$ cat src/rtl/sa_tile_sequencer_if.sv
// Stream bundle for the tile sequencer: A/W beat input and drained result rows.
// The sequencer takes the slave side of both streams; the environment takes master.
interface sa_tile_sequencer_if #(
  parameter int unsigned ROWS     = 8,
  parameter int unsigned COLS     = 8,
  parameter int unsigned INWIDTH  = 8,
  parameter int unsigned OUTWIDTH = 32
);
  logic [ROWS*INWIDTH-1:0]  in_a;
  logic [COLS*INWIDTH-1:0]  in_w;
  logic                     in_valid;
  logic                     in_ready;
  logic [COLS*OUTWIDTH-1:0] out_data;
  logic                     out_valid;
  logic                     out_ready;
  logic                     out_last;

  modport master (
    output in_a, in_w, in_valid, out_ready,
    input  in_ready, out_data, out_valid, out_last
  );

  modport slave (
    input  in_a, in_w, in_valid, out_ready,
    output in_ready, out_data, out_valid, out_last
  );
endinterface

$ cat src/rtl/sa_tile_sequencer.sv
// Tile controller for an output-stationary systolic array: clear, skewed feed,
// wavefront flush, then row-by-row drain over ready/valid.
module sa_tile_sequencer #(
  parameter  int unsigned ROWS     = 8,
  parameter  int unsigned COLS     = 8,
  parameter  int unsigned INWIDTH  = 8,
  parameter  int unsigned OUTWIDTH = 32,
  parameter  int unsigned KMAX     = 256,
  localparam int unsigned KW       = $clog2(KMAX + 1),
  localparam int unsigned RW       = $clog2(ROWS)
) (
  input  logic                     clk,
  input  logic                     rstn,
  input  logic                     start,
  input  logic [KW-1:0]            k_len,
  input  logic                     abort,
  output logic                     busy,
  output logic                     done,
  output logic                     err,
  output logic                     arr_fire,
  output logic                     arr_clr,
  output logic [ROWS*INWIDTH-1:0]  arr_a,
  output logic [COLS*INWIDTH-1:0]  arr_w,
  output logic [RW-1:0]            arr_row_sel,
  input  logic [COLS*OUTWIDTH-1:0] arr_row_data,
  sa_tile_sequencer_if.slave       bus
);
  localparam int unsigned    FW         = $clog2(ROWS + COLS);
  localparam logic [FW-1:0]  FLUSH_LAST = FW'(ROWS + COLS - 2);
  localparam logic [RW-1:0]  ROW_LAST   = RW'(ROWS - 1);

  typedef enum logic [2:0] {S_IDLE, S_CLEAR, S_FEED, S_FLUSH, S_DRAIN} state_t;

  state_t                   r_state, w_state_nxt;
  logic [KW-1:0]            r_klen, r_beat;
  logic [FW-1:0]            r_flush;
  logic [RW-1:0]            r_row;
  logic                     r_all_issued;
  logic [COLS*OUTWIDTH-1:0] r_out_data;
  logic                     r_out_valid, r_out_last;
  logic                     r_done, r_err;
  logic                     w_klen_ok, w_last_beat, w_load, w_drain_end;
  logic                     w_in_ready, w_fire, w_clr;

  assign w_klen_ok   = (k_len != '0) && (k_len <= KW'(KMAX));
  assign w_last_beat = (r_beat + KW'(1)) == r_klen;
  assign w_drain_end = (r_state == S_DRAIN) && r_out_valid && bus.out_ready && r_out_last;
  assign w_load      = (r_state == S_DRAIN) && !r_all_issued && (!r_out_valid || bus.out_ready);

  always_ff @(posedge clk) begin
    if (!rstn) r_state <= S_IDLE;
    else       r_state <= w_state_nxt;
  end

  always_comb begin
    w_state_nxt = r_state;
    w_in_ready  = 1'b0;
    w_fire      = 1'b0;
    w_clr       = 1'b0;
    case (r_state)
      S_IDLE:  if (start && w_klen_ok) w_state_nxt = S_CLEAR;
      S_CLEAR: begin
        w_clr       = 1'b1;
        w_state_nxt = S_FEED;
      end
      S_FEED: begin
        w_in_ready = 1'b1;
        w_fire     = bus.in_valid;
        if (bus.in_valid && w_last_beat) w_state_nxt = S_FLUSH;
      end
      S_FLUSH: begin
        w_fire = 1'b1;
        if (r_flush == FLUSH_LAST) w_state_nxt = S_DRAIN;
      end
      S_DRAIN: if (w_drain_end) w_state_nxt = S_IDLE;
      default: w_state_nxt = S_IDLE;
    endcase
    if (abort) w_state_nxt = S_IDLE;
  end

  always_ff @(posedge clk) begin
    if (!rstn || abort) begin
      r_klen       <= '0;
      r_beat       <= '0;
      r_flush      <= '0;
      r_row        <= '0;
      r_all_issued <= 1'b0;
      r_out_data   <= '0;
      r_out_valid  <= 1'b0;
      r_out_last   <= 1'b0;
      r_done       <= 1'b0;
      r_err        <= 1'b0;
    end else begin
      r_done <= 1'b0;
      r_err  <= 1'b0;
      case (r_state)
        S_IDLE: if (start) begin
          if (w_klen_ok) r_klen <= k_len;
          else           r_err  <= 1'b1;
        end
        S_FEED: if (bus.in_valid) r_beat <= w_last_beat ? '0 : r_beat + KW'(1);
        S_FLUSH: r_flush <= (r_flush == FLUSH_LAST) ? '0 : r_flush + FW'(1);
        S_DRAIN: begin
          // Output register refills in the same cycle it is consumed, so a held-high
          // out_ready gives one row per cycle without a bubble.
          if (w_load) begin
            r_out_data  <= arr_row_data;
            r_out_valid <= 1'b1;
            r_out_last  <= (r_row == ROW_LAST);
            if (r_row == ROW_LAST) r_all_issued <= 1'b1;
            else                   r_row        <= r_row + RW'(1);
          end else if (r_out_valid && bus.out_ready) begin
            r_out_valid <= 1'b0;
            r_out_last  <= 1'b0;
          end
          if (w_drain_end) begin
            r_row        <= '0;
            r_all_issued <= 1'b0;
            r_done       <= 1'b1;
          end
        end
        default: ;
      endcase
    end
  end

  // Skew lines: lane n is an n-deep shift register advancing only on array fire.
  // Heads read zero outside FEED so FLUSH pushes zeros behind the last beat.
  for (genvar i = 0; i < ROWS; i++) begin : g_skew_a
    logic [INWIDTH-1:0] w_head;
    assign w_head = (r_state == S_FEED) ? bus.in_a[i*INWIDTH +: INWIDTH] : '0;
    if (i == 0) begin : g_pass
      assign arr_a[INWIDTH-1:0] = w_head;
    end else begin : g_line
      logic [i*INWIDTH-1:0]     r_line;
      logic [(i+1)*INWIDTH-1:0] w_shift;
      assign w_shift = {r_line, w_head};
      always_ff @(posedge clk) begin
        if (!rstn || abort) r_line <= '0;
        else if (w_fire)    r_line <= w_shift[i*INWIDTH-1:0];
      end
      assign arr_a[i*INWIDTH +: INWIDTH] = r_line[i*INWIDTH-1 -: INWIDTH];
    end
  end

  for (genvar j = 0; j < COLS; j++) begin : g_skew_w
    logic [INWIDTH-1:0] w_head;
    assign w_head = (r_state == S_FEED) ? bus.in_w[j*INWIDTH +: INWIDTH] : '0;
    if (j == 0) begin : g_pass
      assign arr_w[INWIDTH-1:0] = w_head;
    end else begin : g_line
      logic [j*INWIDTH-1:0]     r_line;
      logic [(j+1)*INWIDTH-1:0] w_shift;
      assign w_shift = {r_line, w_head};
      always_ff @(posedge clk) begin
        if (!rstn || abort) r_line <= '0;
        else if (w_fire)    r_line <= w_shift[j*INWIDTH-1:0];
      end
      assign arr_w[j*INWIDTH +: INWIDTH] = r_line[j*INWIDTH-1 -: INWIDTH];
    end
  end

  assign busy          = (r_state != S_IDLE);
  assign done          = r_done;
  assign err           = r_err;
  assign arr_fire      = w_fire;
  assign arr_clr       = w_clr;
  assign arr_row_sel   = r_row;
  assign bus.in_ready  = w_in_ready;
  assign bus.out_data  = r_out_data;
  assign bus.out_valid = r_out_valid;
  assign bus.out_last  = r_out_last;
endmodule
$ cat src/flat_wrapper.sv
// flat-port wrapper written by rule: the top's interface ports become plain ports
module sa_tile_sequencer_flat 
#(
  parameter  int unsigned ROWS     = 8,
  parameter  int unsigned COLS     = 8,
  parameter  int unsigned INWIDTH  = 8,
  parameter  int unsigned OUTWIDTH = 32,
  parameter  int unsigned KMAX     = 256,
  localparam int unsigned KW       = $clog2(KMAX + 1),
  localparam int unsigned RW       = $clog2(ROWS)
)
  (clk, rstn, start, k_len, abort, busy, done, err, arr_fire, arr_clr, arr_a, arr_w, arr_row_sel, arr_row_data, bus_in_a, bus_in_w, bus_in_valid, bus_out_ready, bus_in_ready, bus_out_data, bus_out_valid, bus_out_last);
  sa_tile_sequencer_if #(.ROWS(ROWS), .COLS(COLS), .INWIDTH(INWIDTH), .OUTWIDTH(OUTWIDTH)) bus_i ();
  input  logic clk;
  input  logic rstn;
  input  logic start;
  input  logic [KW-1:0] k_len;
  input  logic abort;
  output logic busy;
  output logic done;
  output logic err;
  output logic arr_fire;
  output logic arr_clr;
  output logic [ROWS*INWIDTH-1:0] arr_a;
  output logic [COLS*INWIDTH-1:0] arr_w;
  output logic [RW-1:0] arr_row_sel;
  input  logic [COLS*OUTWIDTH-1:0] arr_row_data;
  input wire logic [$bits(bus_i.in_a)-1:0] bus_in_a;
  input wire logic [$bits(bus_i.in_w)-1:0] bus_in_w;
  input wire logic [$bits(bus_i.in_valid)-1:0] bus_in_valid;
  input wire logic [$bits(bus_i.out_ready)-1:0] bus_out_ready;
  output wire logic [$bits(bus_i.in_ready)-1:0] bus_in_ready;
  output wire logic [$bits(bus_i.out_data)-1:0] bus_out_data;
  output wire logic [$bits(bus_i.out_valid)-1:0] bus_out_valid;
  output wire logic [$bits(bus_i.out_last)-1:0] bus_out_last;
  assign bus_i.in_a = bus_in_a;
  assign bus_i.in_w = bus_in_w;
  assign bus_i.in_valid = bus_in_valid;
  assign bus_i.out_ready = bus_out_ready;
  assign bus_in_ready = bus_i.in_ready;
  assign bus_out_data = bus_i.out_data;
  assign bus_out_valid = bus_i.out_valid;
  assign bus_out_last = bus_i.out_last;
  sa_tile_sequencer #(.ROWS(ROWS), .COLS(COLS), .INWIDTH(INWIDTH), .OUTWIDTH(OUTWIDTH), .KMAX(KMAX)) u_core (.clk(clk), .rstn(rstn), .start(start), .k_len(k_len), .abort(abort), .busy(busy), .done(done), .err(err), .arr_fire(arr_fire), .arr_clr(arr_clr), .arr_a(arr_a), .arr_w(arr_w), .arr_row_sel(arr_row_sel), .arr_row_data(arr_row_data), .bus(bus_i));
endmodule
$ cat config.mk
export PLATFORM = sky130hd
export DESIGN_NAME = sa_tile_sequencer_flat
export DESIGN_NICKNAME = d
export VERILOG_FILES = /design/src/rtl/sa_tile_sequencer_if.sv /design/src/rtl/sa_tile_sequencer.sv /design/src/flat_wrapper.sv
export SDC_FILE = /design/constraint.sdc
export NUM_CORES = 2
export LEC_CHECK = 0
export CAP_MARGIN = 30
export CORE_AREA = 2 2 312 314
export CTS_BUF_LIST = sky130_fd_sc_hd__clkbuf_16
export CTS_CLUSTER_DIAMETER = 60
export DETAILED_ROUTE_END_ITERATION = 7
export DIE_AREA = 0 0 314 316
export HOLD_SLACK_MARGIN = 0.06
export MAX_ROUTING_LAYER = met4
export PLACE_DENSITY = 0.51
export SLEW_MARGIN = 10
export SYNTH_ARGS = -nofsm -noshare
export SYNTH_HDL_FRONTEND = slang
export SYNTH_SLANG_ARGS = --single-unit
$ cat constraint.sdc
create_clock -name clk -period 4.25 [get_ports clk]
set_input_delay 0.425 -clock clk [delete_from_list [all_inputs] [get_ports clk]]
set_output_delay 0.425 -clock clk [all_outputs]
set_load 0.01 [all_outputs]
======== Word-level counts from Yosys, hierarchy flattened ========
Cells that the tools add are included.
word-level totals
  output and inout port bits .............. 395
  register bits after elaboration ......... 737
  word-level logic and storage cells ...... 112
  input port bits ......................... 399
cells by class
  $lt $le $gt $ge ......................... 1
  reductions and logical operators ........ 30
  muxes and demuxes ....................... 37
  bitwise operators ....................... 4
  eq/ne operators ......................... 12
  $add $sub $neg .......................... 3
operators by type and width
  kind                                                                   count
  8-bit two-way mux                                                      16
  3-bit two-way mux                                                      7
  3-bit case mux with 5 select lines                                     1
  1-bit two-way mux                                                      10
  2-bit by 1-bit != test with 1-bit output, second input constant        5
  9-bit by 1-bit adder with 9-bit output, second input constant          1
  9-bit equality test                                                    1
  9-bit <= comparator, second input constant                             1
  1-bit logical AND                                                      9
  9-bit two-way mux                                                      1
  3-bit AND reduction                                                    3
  9-bit nonzero test                                                     1
  3-bit by 2-bit equality test with 1-bit output, second input constant  2
  3-bit equality test, second input constant                             2
  2-bit AND reduction                                                    3
  2-bit nonzero test                                                     3
  4-bit by 1-bit adder with 4-bit output, second input constant          1
  4-bit equality test, second input constant                             1
  4-bit two-way mux                                                      1
  1-bit inverter                                                         4
  4-bit AND reduction                                                    1
  2-bit OR reduction                                                     2
  3-bit by 1-bit adder with 3-bit output, second input constant          1
  3-bit by 1-bit equality test with 1-bit output, second input constant  1
  6 further kinds                                                        9

======== Longest topological paths before layout ========
  depth in word-level cells ............... 6
  mapped depth ............................ 9

======== Worst setup path after synthesis ========
No wires, ideal clock.
  path type ............................... reg-to-reg
  start point ............................. register u_core.r_beat[0]
  end point ............................... register u_core.r_beat[8]
  slack ................................... 2.224 ns
  required time ........................... 4.155 ns
  stages on the path, launching flop included .. 10
  arrival ................................. 1.930 ns
  cell sequence ........................... dfxtp_1 -> ha_1 -> and3b_1 -> or3_1 -> a31oi_1 -> nor4_1 -> o211ai_1 -> buf_4 -> nand3_2 -> o311ai_1
on the way
  longest elaborated chain between the ends .. 3
RTL lines
  element                                   RTL line                                           source
  from (decl)                               sa_tile_sequencer.sv:35                            logic [KW-1:0] r_klen, r_beat;
  from (signal assigned)                    sa_tile_sequencer.sv:101                           S_FEED: if (bus.in_valid) r_beat <= w_last_beat ? '0 : r_beat + KW'(1);
  9-bit by 1-bit adder with 9-bit output *  sa_tile_sequencer.sv:46, sa_tile_sequencer.sv:101
  9-bit equality test                       sa_tile_sequencer.sv:46                            assign w_last_beat = (r_beat + KW'(1)) == r_klen;
  9-bit two-way mux *                       sa_tile_sequencer.sv:101
Every way passes the cells marked *; elsewhere a longest branch is shown, timed or not.
A chain may end at the register's enable or synchronous reset.

======== Final worst setup path ========
  start point ............................. register u_core.r_state[0]
  end point ............................... output port arr_fire
on the way
  longest elaborated chain between the ends .. 2
  elaborated cells on any way between the ends .. 3
  classes of those cells .................. eq/ne: 2; mux: 1
RTL lines
  element                                         RTL line                 source
  from (decl)                                     sa_tile_sequencer.sv:34  state_t r_state, w_state_nxt;
  from (signal assigned)                          sa_tile_sequencer.sv:52  else r_state <= w_state_nxt;
  3-bit by 2-bit equality test with 1-bit output  sa_tile_sequencer.sv:60  case (r_state)
  1-bit case mux with 2 select lines *            sa_tile_sequencer.sv:60
  to (decl)                                       flat_wrapper.sv:22       output logic arr_fire;
Marks and branches as above.

==> results.sh <==
export IMPL_rr_worst_depth=7
export IMPL_maxCapViolations=0
export IMPL_dpl_instance_area_um2=34600
export IMPL_die_h_um=316
export IMPL_min_period_over_period_pct=73.1
export IMPL_grt_usage_pct=19.4
export IMPL_dr_pass1_iters=5
export IMPL_drt_vias_per_instance=4.52
export IMPL_reg2reg_slack_ns=1.52
export IMPL_syn_area_um2=26300
export IMPL_grt_max_degree=192
export IMPL_syn_inst=3263
export IMPL_synth_area_per_cell_um2=8.06
export IMPL_grt_pass1_vias=21700
export IMPL_cts_made_buffers=88
export IMPL_ctsResizeCount=0
export IMPL_portBuffers=793
export IMPL_clock_latency_ns=0.66
export IMPL_relSlewSlack_pct=36.5
export IMPL_cts_hold_buf=0
export IMPL_cp_num_cells=3
export IMPL_synth_compound_area_share_pct=15.4
export IMPL_drive_gt1_share_pct=4.52
export IMPL_slowest_stage="o211ai_1"
export IMPL_fp_coreArea_um2=96000
export IMPL_cp_num_buf_inv=2
export IMPL_start_util_pct=27.4
export IMPL_min_path_type="in -> reg"
export IMPL_p_leak_nw=11.9
export IMPL_overflow=0
export IMPL_tightest_slew_ns=0.953
export IMPL_nets=4245
export IMPL_yosysSeqAreaShare_pct=56.1
export IMPL_cts_setup_buffers=0
export IMPL_synth_cell_type_count=46
export IMPL_antenna_found_initial=25
export IMPL_synth_fa_ha_area_share_pct=0.143
export IMPL_hold_violations=0
export IMPL_critPathArrivalTime_ns=2.68
export IMPL_drv_slew=0
export IMPL_routedWlPerCell_um=19.0
export IMPL_wirelength_um=98700
export IMPL_p_per_area_nw_per_um2=394
export IMPL_io_pins=794
export IMPL_netlist_top_cells_area="dfxtp_1 56%, nand2_1 17%, a21oi_1 12%"
export IMPL_clk_pin_slew_ns=0.06
export IMPL_yosys_mux_area_fraction_pct=0.343
export IMPL_htree_levels=3
export IMPL_rows=114
export IMPL_min_period_ns=3.11
export IMPL_ant_nets=0
export IMPL_clk_path_buf_depth=3
export IMPL_via_count=23500
export IMPL_path_delay_family="buffers and inverters"
export IMPL_fmax_mhz=322
export IMPL_clock_skew_ns=0.0225
export IMPL_cp_start_kind="flop"
export IMPL_rsz0062_at_grt="no"
export IMPL_grt_pass1_wl_um=142000
export IMPL_crit_chain="o211ai_1 > inv_8 > clkdlybuf4s50_1"
export IMPL_place_hpwl_um=69500
export IMPL_path_max_fanout=34
export IMPL_fin_area_um2=37500
export IMPL_critPathCaptureType="output port"
export IMPL_yosysTopAreaCell="dfxtp_1"
export IMPL_ys_warn_count=0
export IMPL_cts_tree="built"
export IMPL_hold_slack_ns=0.312
export IMPL_die_w_um=314
export IMPL_post_route_drc_count=0
export IMPL_synth_xor_area_share_pct=0.466
export IMPL_finalSetupTns_ns=0
export IMPL_syn2layout_area_growth_pct=42.5
export IMPL_setup_violations=0
export IMPL_ir_worst_vdd_uv=291
export IMPL_crit_type="reg -> out"
export IMPL_outcome="finished clean"
export IMPL_syn_nets=3665
export IMPL_clockRootBuffer="clkbuf_16"
export IMPL_clock_sinks=737
export IMPL_yosys_area_share_simple_pct=20.9
export IMPL_required_ns=3.83
export IMPL_yosys_register_bits=737
export IMPL_max_stage_delay_ns=0.76
export IMPL_die_area_um2=99200
export IMPL_synth_top_area_share_pct=56.1
export IMPL_place_congestion=0.902
export IMPL_synth_top_family_by_area="simple AND/OR/NAND/NOR gates"
export IMPL_drt_iter0_drc=2014
export IMPL_holdPathStages=3
area by class of cell:
| cell class | instances | area (um^2) |
|---|---|---|
| Antenna cell | 19 | 47.5 |
| Clock buffer | 89 | 2230 |
| Clock inverter | 71 | 561 |
| Fill cell | 9862 | 58500 |
| Inverter | 5 | 26.3 |
| Multi-Input combinational cell | 2179 | 9810 |
| Sequential cell | 737 | 14800 |
| Tap cell | 1276 | 1600 |
| Timing Repair Buffer | 832 | 8440 |
routing by layer:
metal / part of all wire (%) / vias to the layer above / global-route usage [%]
met3: 7.9 / 123 / 6.03
met4: 3.2 / 0 / 8.07
met1: 43 / 11000 / 23.8
met2: 46 / 682 / 29.5
li1: - / 11800 / -
met5: 0 / - / -
power by group:
part           total, mW  leakage, nW  internal, mW  switching [mW]
sequential          6.92         5.93          6.91         0.00349
clock               7.28         1.42          4.19            3.08
combinational      0.585         4.54         0.358           0.226
worst register-to-register path: stages (launching register included):
cell     delay, ns
dfxtp_1       0.48
inv_2         0.10
or3_1         0.49
nor3_4        0.19
buf_12        0.31
buf_4         0.68
nand2_1       0.25
a21oi_1       0.17
metrics by stage:
| stage | std cells | util (%) | total power, mW | setup WS, ns |
|---|---|---|---|---|
| final | 5208 | 39.0 | 14.8 | 1.14 |
| after global routing | 5208 | 39.0 | 15.3 | 0.988 |
| after detailed placement | 5028 | 36.1 | 7.65 | 1.25 |
| after floorplan | 3263 | - | 7.20 | 2.22 |
| after CTS | 5188 | 39.0 | 15.0 | 1.07 |
| after global placement | 5027 | 36.0 | 7.65 | 1.28 |
final timing paths:
kind / start / end
max: u_core.r_state[0] / arr_fire
min: arr_row_data[24] / u_core.bus.out_data[24]
max reg2reg: u_core.r_state[2] / u_core.bus.out_data[33]
min reg2reg: u_core.g_skew_a[5].g_line.r_line[12] / u_core.g_skew_a[5].g_line.r_line[20]
cell usage after synthesis (all sizes together):
cell type,n
buf,169
a21oi,607
a311oi,1
mux2i,9
nor4,4
nor3b,2
a41o,1
nand3b,1
o2111ai,1
nand4,5
xnor2,9
o32a,1
and3b,1
nor2,137
o211a,1
inv,5
dfxtp,737
a22oi,112
nand2b,3
nand3,15
o311ai,4
and2,19
xor2,5
a21o,1
and3,4
and4,1
or3,3
a31oi,2
nor2b,2
and4b,1
o21ai,8
or3b,1
nor3,7
ha,3
nand2,1203
o211ai,3
clkbuf,173
nand4b,2
flip-flops by register name, indices dropped and copies added, names as in the netlist:
| register | cells |
|---|---|
| u_core.arr_row_sel | 3 |
| u_core.bus.out_data | 256 |
| u_core.bus.out_last | 1 |
| u_core.bus.out_valid | 1 |
| u_core.done | 1 |
| u_core.err | 1 |
| u_core.g_skew_a.g_line.r_line | 224 |
| u_core.g_skew_w.g_line.r_line | 224 |
| u_core.r_all_issued | 1 |
| u_core.r_beat | 9 |
| u_core.r_flush | 4 |
| u_core.r_klen | 9 |
| u_core.r_state | 3 |
cells in the final DEF, fill, tap and decap left out, drive strengths merged, types with 5 or more instances in the layout:
master,n
a21oi,607
a22oi,112
and2,19
buf,39
bufinv,6
clkbuf,89
clkdlybuf4s50,793
clkinv,38
clkinvlp,5
dfxtp,737
diode,19
inv,27
mux2i,9
nand2,1203
nand3,15
nand4,5
nor2,137
nor3,7
o21ai,8
xnor2,9
xor2,5
logic make-up (layout without fill, tap and decap cells):
logic type                 after synthesis  in the layout
and+or+nand+nor                       1411           1411
AOI/OAI and AO/OA                      742            742
DFF                                    737            737
buffers and inverters                  347            997
xor gates and xnor gates                14             14
muxes                                    9              9
adders and majority gates                3              3
other                                    0             19
(Power assumes the default switching activity.)
